$ cat config.mk
export PLATFORM = sky130hd
export DESIGN_NAME = aes_key_sched
export DESIGN_NICKNAME = d
export VERILOG_FILES = /design/src/rtl/aes_key_sched.sv
export SDC_FILE = /design/constraint.sdc
export NUM_CORES = 1
export LEC_CHECK = 0
export ABC_AREA = 1
export CORE_ASPECT_RATIO = 1.1
export CORE_MARGIN = 4
export CORE_UTILIZATION = 57
export DETAILED_ROUTE_END_ITERATION = 16
export MAX_ROUTING_LAYER = met4
export PLACE_DENSITY_LB_ADDON = 0.12
export RECOVER_POWER = 25
export SYNTH_ARGS = -nofsm -noshare
export SYNTH_HDL_FRONTEND = slang
export SYNTH_SLANG_ARGS = --single-unit
$ cat constraint.sdc
create_clock -name clk -period 9.4 [get_ports clk]
set_input_delay 0.94 -clock clk [delete_from_list [all_inputs] [get_ports clk]]
set_output_delay 0.94 -clock clk [all_outputs]
set_load 0.02 [all_outputs]
$ cat src/rtl/aes_key_sched.sv
// Iterative AES key-schedule engine: one schedule word per cycle, round keys streamed out.
// Optional AES_KEY_SCHED_LAST_KEY_EN adds last_key_o holding the final NK schedule words.
module aes_key_sched #(
  parameter int NK = 4
) (
  input  logic              clk,
  input  logic              nrst,
  input  logic              start,
  input  logic [32*NK-1:0]  key_i,
  output logic [31:0]       sub_o,
  input  logic [31:0]       sub_i,
  output logic [127:0]      rk_o,
  output logic [3:0]        rk_idx,
  output logic              rk_valid,
  input  logic              rk_ready,
  output logic              busy,
  output logic              done
`ifdef AES_KEY_SCHED_LAST_KEY_EN
  ,
  output logic [32*NK-1:0]  last_key_o
`endif
);

  localparam int NR    = NK + 6;
  localparam int TOTAL = 4 * (NR + 1);

  typedef enum logic [1:0] {IDLE, GEN, DRAIN, FIN} state_t;

  state_t      state, state_n;
  logic [31:0] win [NK];
  logic [31:0] acc [3];
  logic [5:0]  cnt;
  logic [3:0]  imod;
  logic [3:0]  rnd;
  logic        past;
  logic [7:0]  rcon;
  logic [31:0] prev, rot, w_new;
  logic        gen, load, stall, adv, last;

  // word datapath: window tail feeds the S-box port, window head closes the XOR
  always_comb begin
    prev  = win[NK-1];
    rot   = {prev[23:0], prev[31:24]};
    gen   = (state == GEN);
    load  = gen && (cnt[1:0] == 2'b11);
    stall = load && rk_valid && !rk_ready;
    adv   = gen && !stall;
    last  = (cnt == 6'(TOTAL - 1));
    sub_o = '0;
    if (gen)
      sub_o = (imod == 4'd0) ? rot : prev;
    if (!past)
      w_new = win[0];
    else if (imod == 4'd0)
      w_new = win[0] ^ sub_i ^ {rcon, 24'h0};
    else if (NK == 8 && imod == 4'd4)
      w_new = win[0] ^ sub_i;
    else
      w_new = win[0] ^ prev;
  end

  // next-state and status outputs
  always_comb begin
    state_n = state;
    busy    = 1'b0;
    done    = 1'b0;
    case (state)
      IDLE:  if (start) state_n = GEN;
      GEN: begin
        busy = 1'b1;
        if (adv && last) state_n = DRAIN;
      end
      DRAIN: begin
        busy = 1'b1;
        if (rk_valid && rk_ready) state_n = FIN;
      end
      FIN: begin
        done    = 1'b1;
        state_n = IDLE;
      end
      default: state_n = IDLE;
    endcase
  end

  // state register
  always_ff @(posedge clk) begin
    if (!nrst) state <= IDLE;
    else       state <= state_n;
  end

  // key window, counters, rcon, accumulator and round-key register
  always_ff @(posedge clk) begin
    if (!nrst) begin
      for (int k = 0; k < NK; k++) win[k] <= '0;
      for (int k = 0; k < 3; k++) acc[k] <= '0;
      cnt      <= '0;
      imod     <= '0;
      rnd      <= '0;
      past     <= 1'b0;
      rcon     <= '0;
      rk_o     <= '0;
      rk_idx   <= '0;
      rk_valid <= 1'b0;
    end else begin
      if (state == IDLE && start) begin
        for (int k = 0; k < NK; k++)
          win[k] <= key_i[32*(NK-k)-1 -: 32];
        cnt  <= '0;
        imod <= '0;
        rnd  <= '0;
        past <= 1'b0;
        rcon <= 8'h01;
      end else if (adv) begin
        for (int k = 0; k < NK - 1; k++) win[k] <= win[k+1];
        win[NK-1] <= w_new;
        cnt <= cnt + 6'd1;
        if (imod == 4'(NK - 1)) begin
          imod <= '0;
          past <= 1'b1;
        end else begin
          imod <= imod + 4'd1;
        end
        if (past && imod == 4'd0)
          rcon <= {rcon[6:0], 1'b0} ^ (rcon[7] ? 8'h1b : 8'h00);
        if (!load) acc[cnt[1:0]] <= w_new;
      end
      if (adv && load) begin
        rk_o     <= {acc[0], acc[1], acc[2], w_new};
        rk_idx   <= rnd;
        rnd      <= rnd + 4'd1;
        rk_valid <= 1'b1;
      end else if (rk_ready) begin
        rk_valid <= 1'b0;
      end
    end
  end

`ifdef AES_KEY_SCHED_LAST_KEY_EN
  // capture the final NK words as the last one is produced
  always_ff @(posedge clk) begin
    if (!nrst) begin
      last_key_o <= '0;
    end else if (adv && last) begin
      for (int k = 1; k < NK; k++)
        last_key_o[32*(NK-k+1)-1 -: 32] <= win[k];
      last_key_o[31:0] <= w_new;
    end
  end
`endif

endmodule

* Yosys cells after proc, flatten, opt, wreduce, memory -nomap -nowiden *
Memory sizes are Yosys's and may differ from the RTL's. A register that Yosys moved wholly into a read port is not among the register bits.
Index checks and enable logic that the tools add are counted.

operators by class
  add/subtract/negate cells = 3
  $mul = 0
  div/mod/pow operators = 0
  $lt $le $gt $ge = 0
  equal/unequal tests = 9
  shifts and indexed selects = 0
  mux-type cells = 43
  bitwise logic cells = 13
  reduce and logical (&&, ||, !) cells = 27

operators with widths
  kind                 number
  $mux 32              13
  $xor 32x32->32       3
  $reduce_or 32->1     1
  $mux 1               21
  $mux 4               3
  $logic_and 1x1->1    9
  $add 4x1->4 const B  2
  $mux 2               4
  $or 1x1->1           8
  $pmux 2 s4           1
  $reduce_bool 2->1    4
  $xor 8x5->8          1
  $add 6x1->6 const B  1
  $eq 2x2->1 const B   3
  $eq 6x6->1 const B   1
  $reduce_and 2->1     3
  $logic_not 1->1      5
  $mux 5               1
  $eq 4x2->1 const B   1
  $logic_not 4->1      1
  $ne 2x2->1 const B   2
  $reduce_or 2->1      2
  $reduce_and 3->1     1
  $eq 2x1->1 const B   1
  other kinds (3)      3

storage, ports and cells
  register bits = 158
  bits in latches = 0
  RAM bits = 224
  memory bits (read-only) = 0
  memories kept = 2

memory list
  name  words  width  read ports  clocked after memory_dff  wr ports  RTL line  RTL
  win   4      32     4           0                         4         30        logic [31:0] win [NK];
  acc   3      32     3           3                         3         31        logic [31:0] acc [3];

* Depth between registers and ports, before layout *
  word-level depth = 12
  mapped depth = 12

* Least setup slack after synthesis *
OpenSTA, ideal clock, no wires.

  path kind = input -> register
  start = in start
  end = mem win[0][0] (enable)
  library setup time = 0.690 ns
  arrival time = 2.665 ns
  data required time = 8.710 ns
  slack = 6.045 ns
  cell stages on the path = 5
  cell sequence = nand2_1 nand2_2 inv_1 clkbuf_1 nand2_1

RTL lines
  what                RTL line  RTL
  start: declaration  8         input logic start,
  end: declaration    30

==> flow_summary.json <==
{
  "leakagePower_nw": 9.373,
  "worstHoldPathType": "reg2reg",
  "post_cts_buffers": 0,
  "grtUsageTotal_pct": 32.17,
  "holdBufCountCts": 0,
  "power.total_w": 0.005119,
  "synth_area_um2": 17480,
  "dr.pass1.iters": 6,
  "path_max_fanout": 105,
  "synth_area_leaders": "edfxtp_1 38%, dfxtp_1 18%, nand2_1 12%",
  "port_buffers": 330,
  "avgRoutedWirePerCell_um": 19.30,
  "clkSlewWorstSetupHoldPaths_ns": 0.06,
  "power.density_nw_per_um2": 232.5,
  "num_vias": 15590,
  "dp_hpwl_um": 37260,
  "p_int_w": 0.003341,
  "area_growth_syn_to_layout_pct": 25.94,
  "grt_max_degree": 106,
  "cts-root-buf": "clkbuf_16",
  "drc": 0,
  "clkPwrFrac_pct": 28.8,
  "end_kind": "register",
  "setup_viol": 0,
  "rsz0062_at_grt": "false",
  "die_h_um": 191.7,
  "period_share_pct": 70.22,
  "drive_gt1_share_pct": 3.660,
  "grt.overflow.total": 0,
  "clock-sinks": 382,
  "p_seq_share_pct": 44.8,
  "cts_buffer_depth": 3,
  "relSlewSlack_pct": -146.3,
  "cpPeakStageDelay_ns": 2.59,
  "drv_slew": 213,
  "cp-start-kind": "input port",
  "cp.buffers_inverters": 5,
  "initial_utilization_pct": 57.61,
  "insertion_delay_ns": 0.54,
  "ys_seq_elements": 382,
  "slowest_stage": "clkbuf_1",
  "io_pins": 331,
  "postSynthAreaPerCell_um2": 8.426,
  "cts.repair.resized": 0,
  "gp_congestion": 0.9494,
  "ir_drop_mv": 0.1450,
  "fin_skew_ns": 0.01761,
  "die_w_um": 175.0,
  "synth_top_area_share_pct": 38.47,
  "swShare_pct": 34.73,
  "crit_arrival_ns": 6.96,
  "cpMostUsedCell": "buf_4",
  "grt_pass1_wl_um": 81530,
  "antenna_found_initial": 2,
  "seq_area_frac_synth_pct": 56.57,
  "core_um2": 30350,
  "status": "finished with violations",
  "timing.setup.tns_ns": 0,
  "fin_crit_ns": 6.601,
  "num_rows": 67,
  "yosys.area.top_type": "edfxtp_1",
  "hold_violations": 0,
  "cp_top_family": "buffers and inverters",
  "crit_chain": "buf_2 -> clkbuf_1 -> nand2_1 -> nor2_4 -> buf_4 -> inv_1 -> buf_4 -> o21ai_0",
  "htreeDepth": 2,
  "fmax_ghz": 0.1515,
  "numCtsBuffers": 38,
  "ant_nets": 0,
  "grt_pass1_vias": 14510,
  "syn_nets": 2251,
  "max-cap-violations": 4,
  "nets": 2523,
  "dieArea_um2": 33540,
  "avgViaCountPerCell": 5.581,
  "combPwrFrac_pct": 26.4,
  "synth_warnings": 0,
  "netlist_instances": 2075,
  "violations": "capacitance limit, slew limit",
  "cp.required_ns": 9.76,
  "synth.distinct_cells": 28,
  "power_switching_w": 0.001778,
  "final_common_cell": "nand2_1",
  "worst-slew-pin-transition_ns": 3.694,
  "mostFrequentLayoutCells": "568 x nand2_1, 350 x nor2_1, 224 x edfxtp_1, 201 x o21ai_0, 195 x clkdlybuf4s50_1",
  "timing_worst_setup_path_type": "in2reg",
  "routed_wl_um": 53920,
  "dr.first_iter.drc_count": 1702,
  "cts_tree": "done"
}
[metal layers]
layer / GRT usage [%] / vias to the layer above / part of all wire (%)
li1: - / 7347 / -
met1: 43.03 / 7260 / 40
met2: 50.43 / 869 / 46
met3: 5.925 / 111 / 10
met4: 10.37 / 0 / 3.3
met5: - / - / 0
[tightest hold or removal path: cells and delay by family (launching register included)]
kind	cells	cell delay, ns
flip-flops	1	0.32
AND/OR/NAND/NOR	2	0.12
[final timing paths]
kind             from         end  slack, ns  cells past startpoint
max              nrst  win[2][15]       2.80                      8
max reg2reg  state[1]   rk_idx[3]       5.18                     10
min          rk_o[94]    rk_o[94]       0.47                      2
min reg2reg  rk_o[94]    rk_o[94]       0.47                      2
[logic make-up after synthesis]
logic type                 after synthesis  share of synthesized area (%)
DFF                                    382                          56.57
adders and majority gates               12                         0.8588
AOI/OAI and AO/OA                      345                          11.26
and+or+nand+nor                       1052                          23.99
xor gates and xnor gates                 4                         0.2004
buffers and inverters                  280                          7.128
[power by group through the flow]
| stage | clock (W) | sequential [W] | combinational (W) |
|---|---|---|---|
| after floorplan | 0 | 0.00224 | 0.000845 |
| after global placement | 0 | 0.00230 | 0.00131 |
| after detailed placement | 0 | 0.00231 | 0.00133 |
| after CTS | 0.00148 | 0.00228 | 0.00134 |
| after global routing | 0.00155 | 0.00231 | 0.00148 |
| final | 0.00147 | 0.00229 | 0.00135 |
[metrics by stage]
stage               util, %  hold WS [ns]  cells  setup slack, ns  instance area, um^2
detailed placement    68.60        0.4704   2721            4.907                20820
finish                72.55        0.4727   2793            2.799                22020
global placement      68.60        0.4496   2721            4.948                20820
floorplan                 -        0.4344   2075            6.045                17480
global route          72.55        0.4996   2793            2.193                22020
CTS                   72.59        0.4839   2791            4.326                22030
[final cells by class]
class	count	area, um^2
clock buffer	53	1100
clock inverter	17	111.4
inverter	165	621.8
tap	414	518.0
timing repair buffer	347	3411
fill	2384	8329
antenna	2	5.005
sequential	382	9891
multi-input combinational	1413	6360
[cells in the mapped netlist (all sizes together)]
cell	instances
edfxtp	224
a31oi	1
nor3	3
o21ai	201
nand2	573
dfxtp	158
a21oi	79
inv	164
clkinv	1
or2	1
ha	12
xor2	4
nand3	101
a22o	64
nor2	353
nand4	21
buf	53
clkbuf	62
[registers in the layout, summed over array words and instances (netlist names)]
| signal | flops |
|---|---|
| imod | 4 |
| rk_valid | 1 |
| rk_o | 128 |
| rnd | 4 |
| acc | 96 |
| rk_idx | 4 |
| past | 1 |
| cnt | 6 |
| win | 128 |
| rcon | 8 |
| state | 2 |
Note: power is estimated with default switching activity, not from simulation.
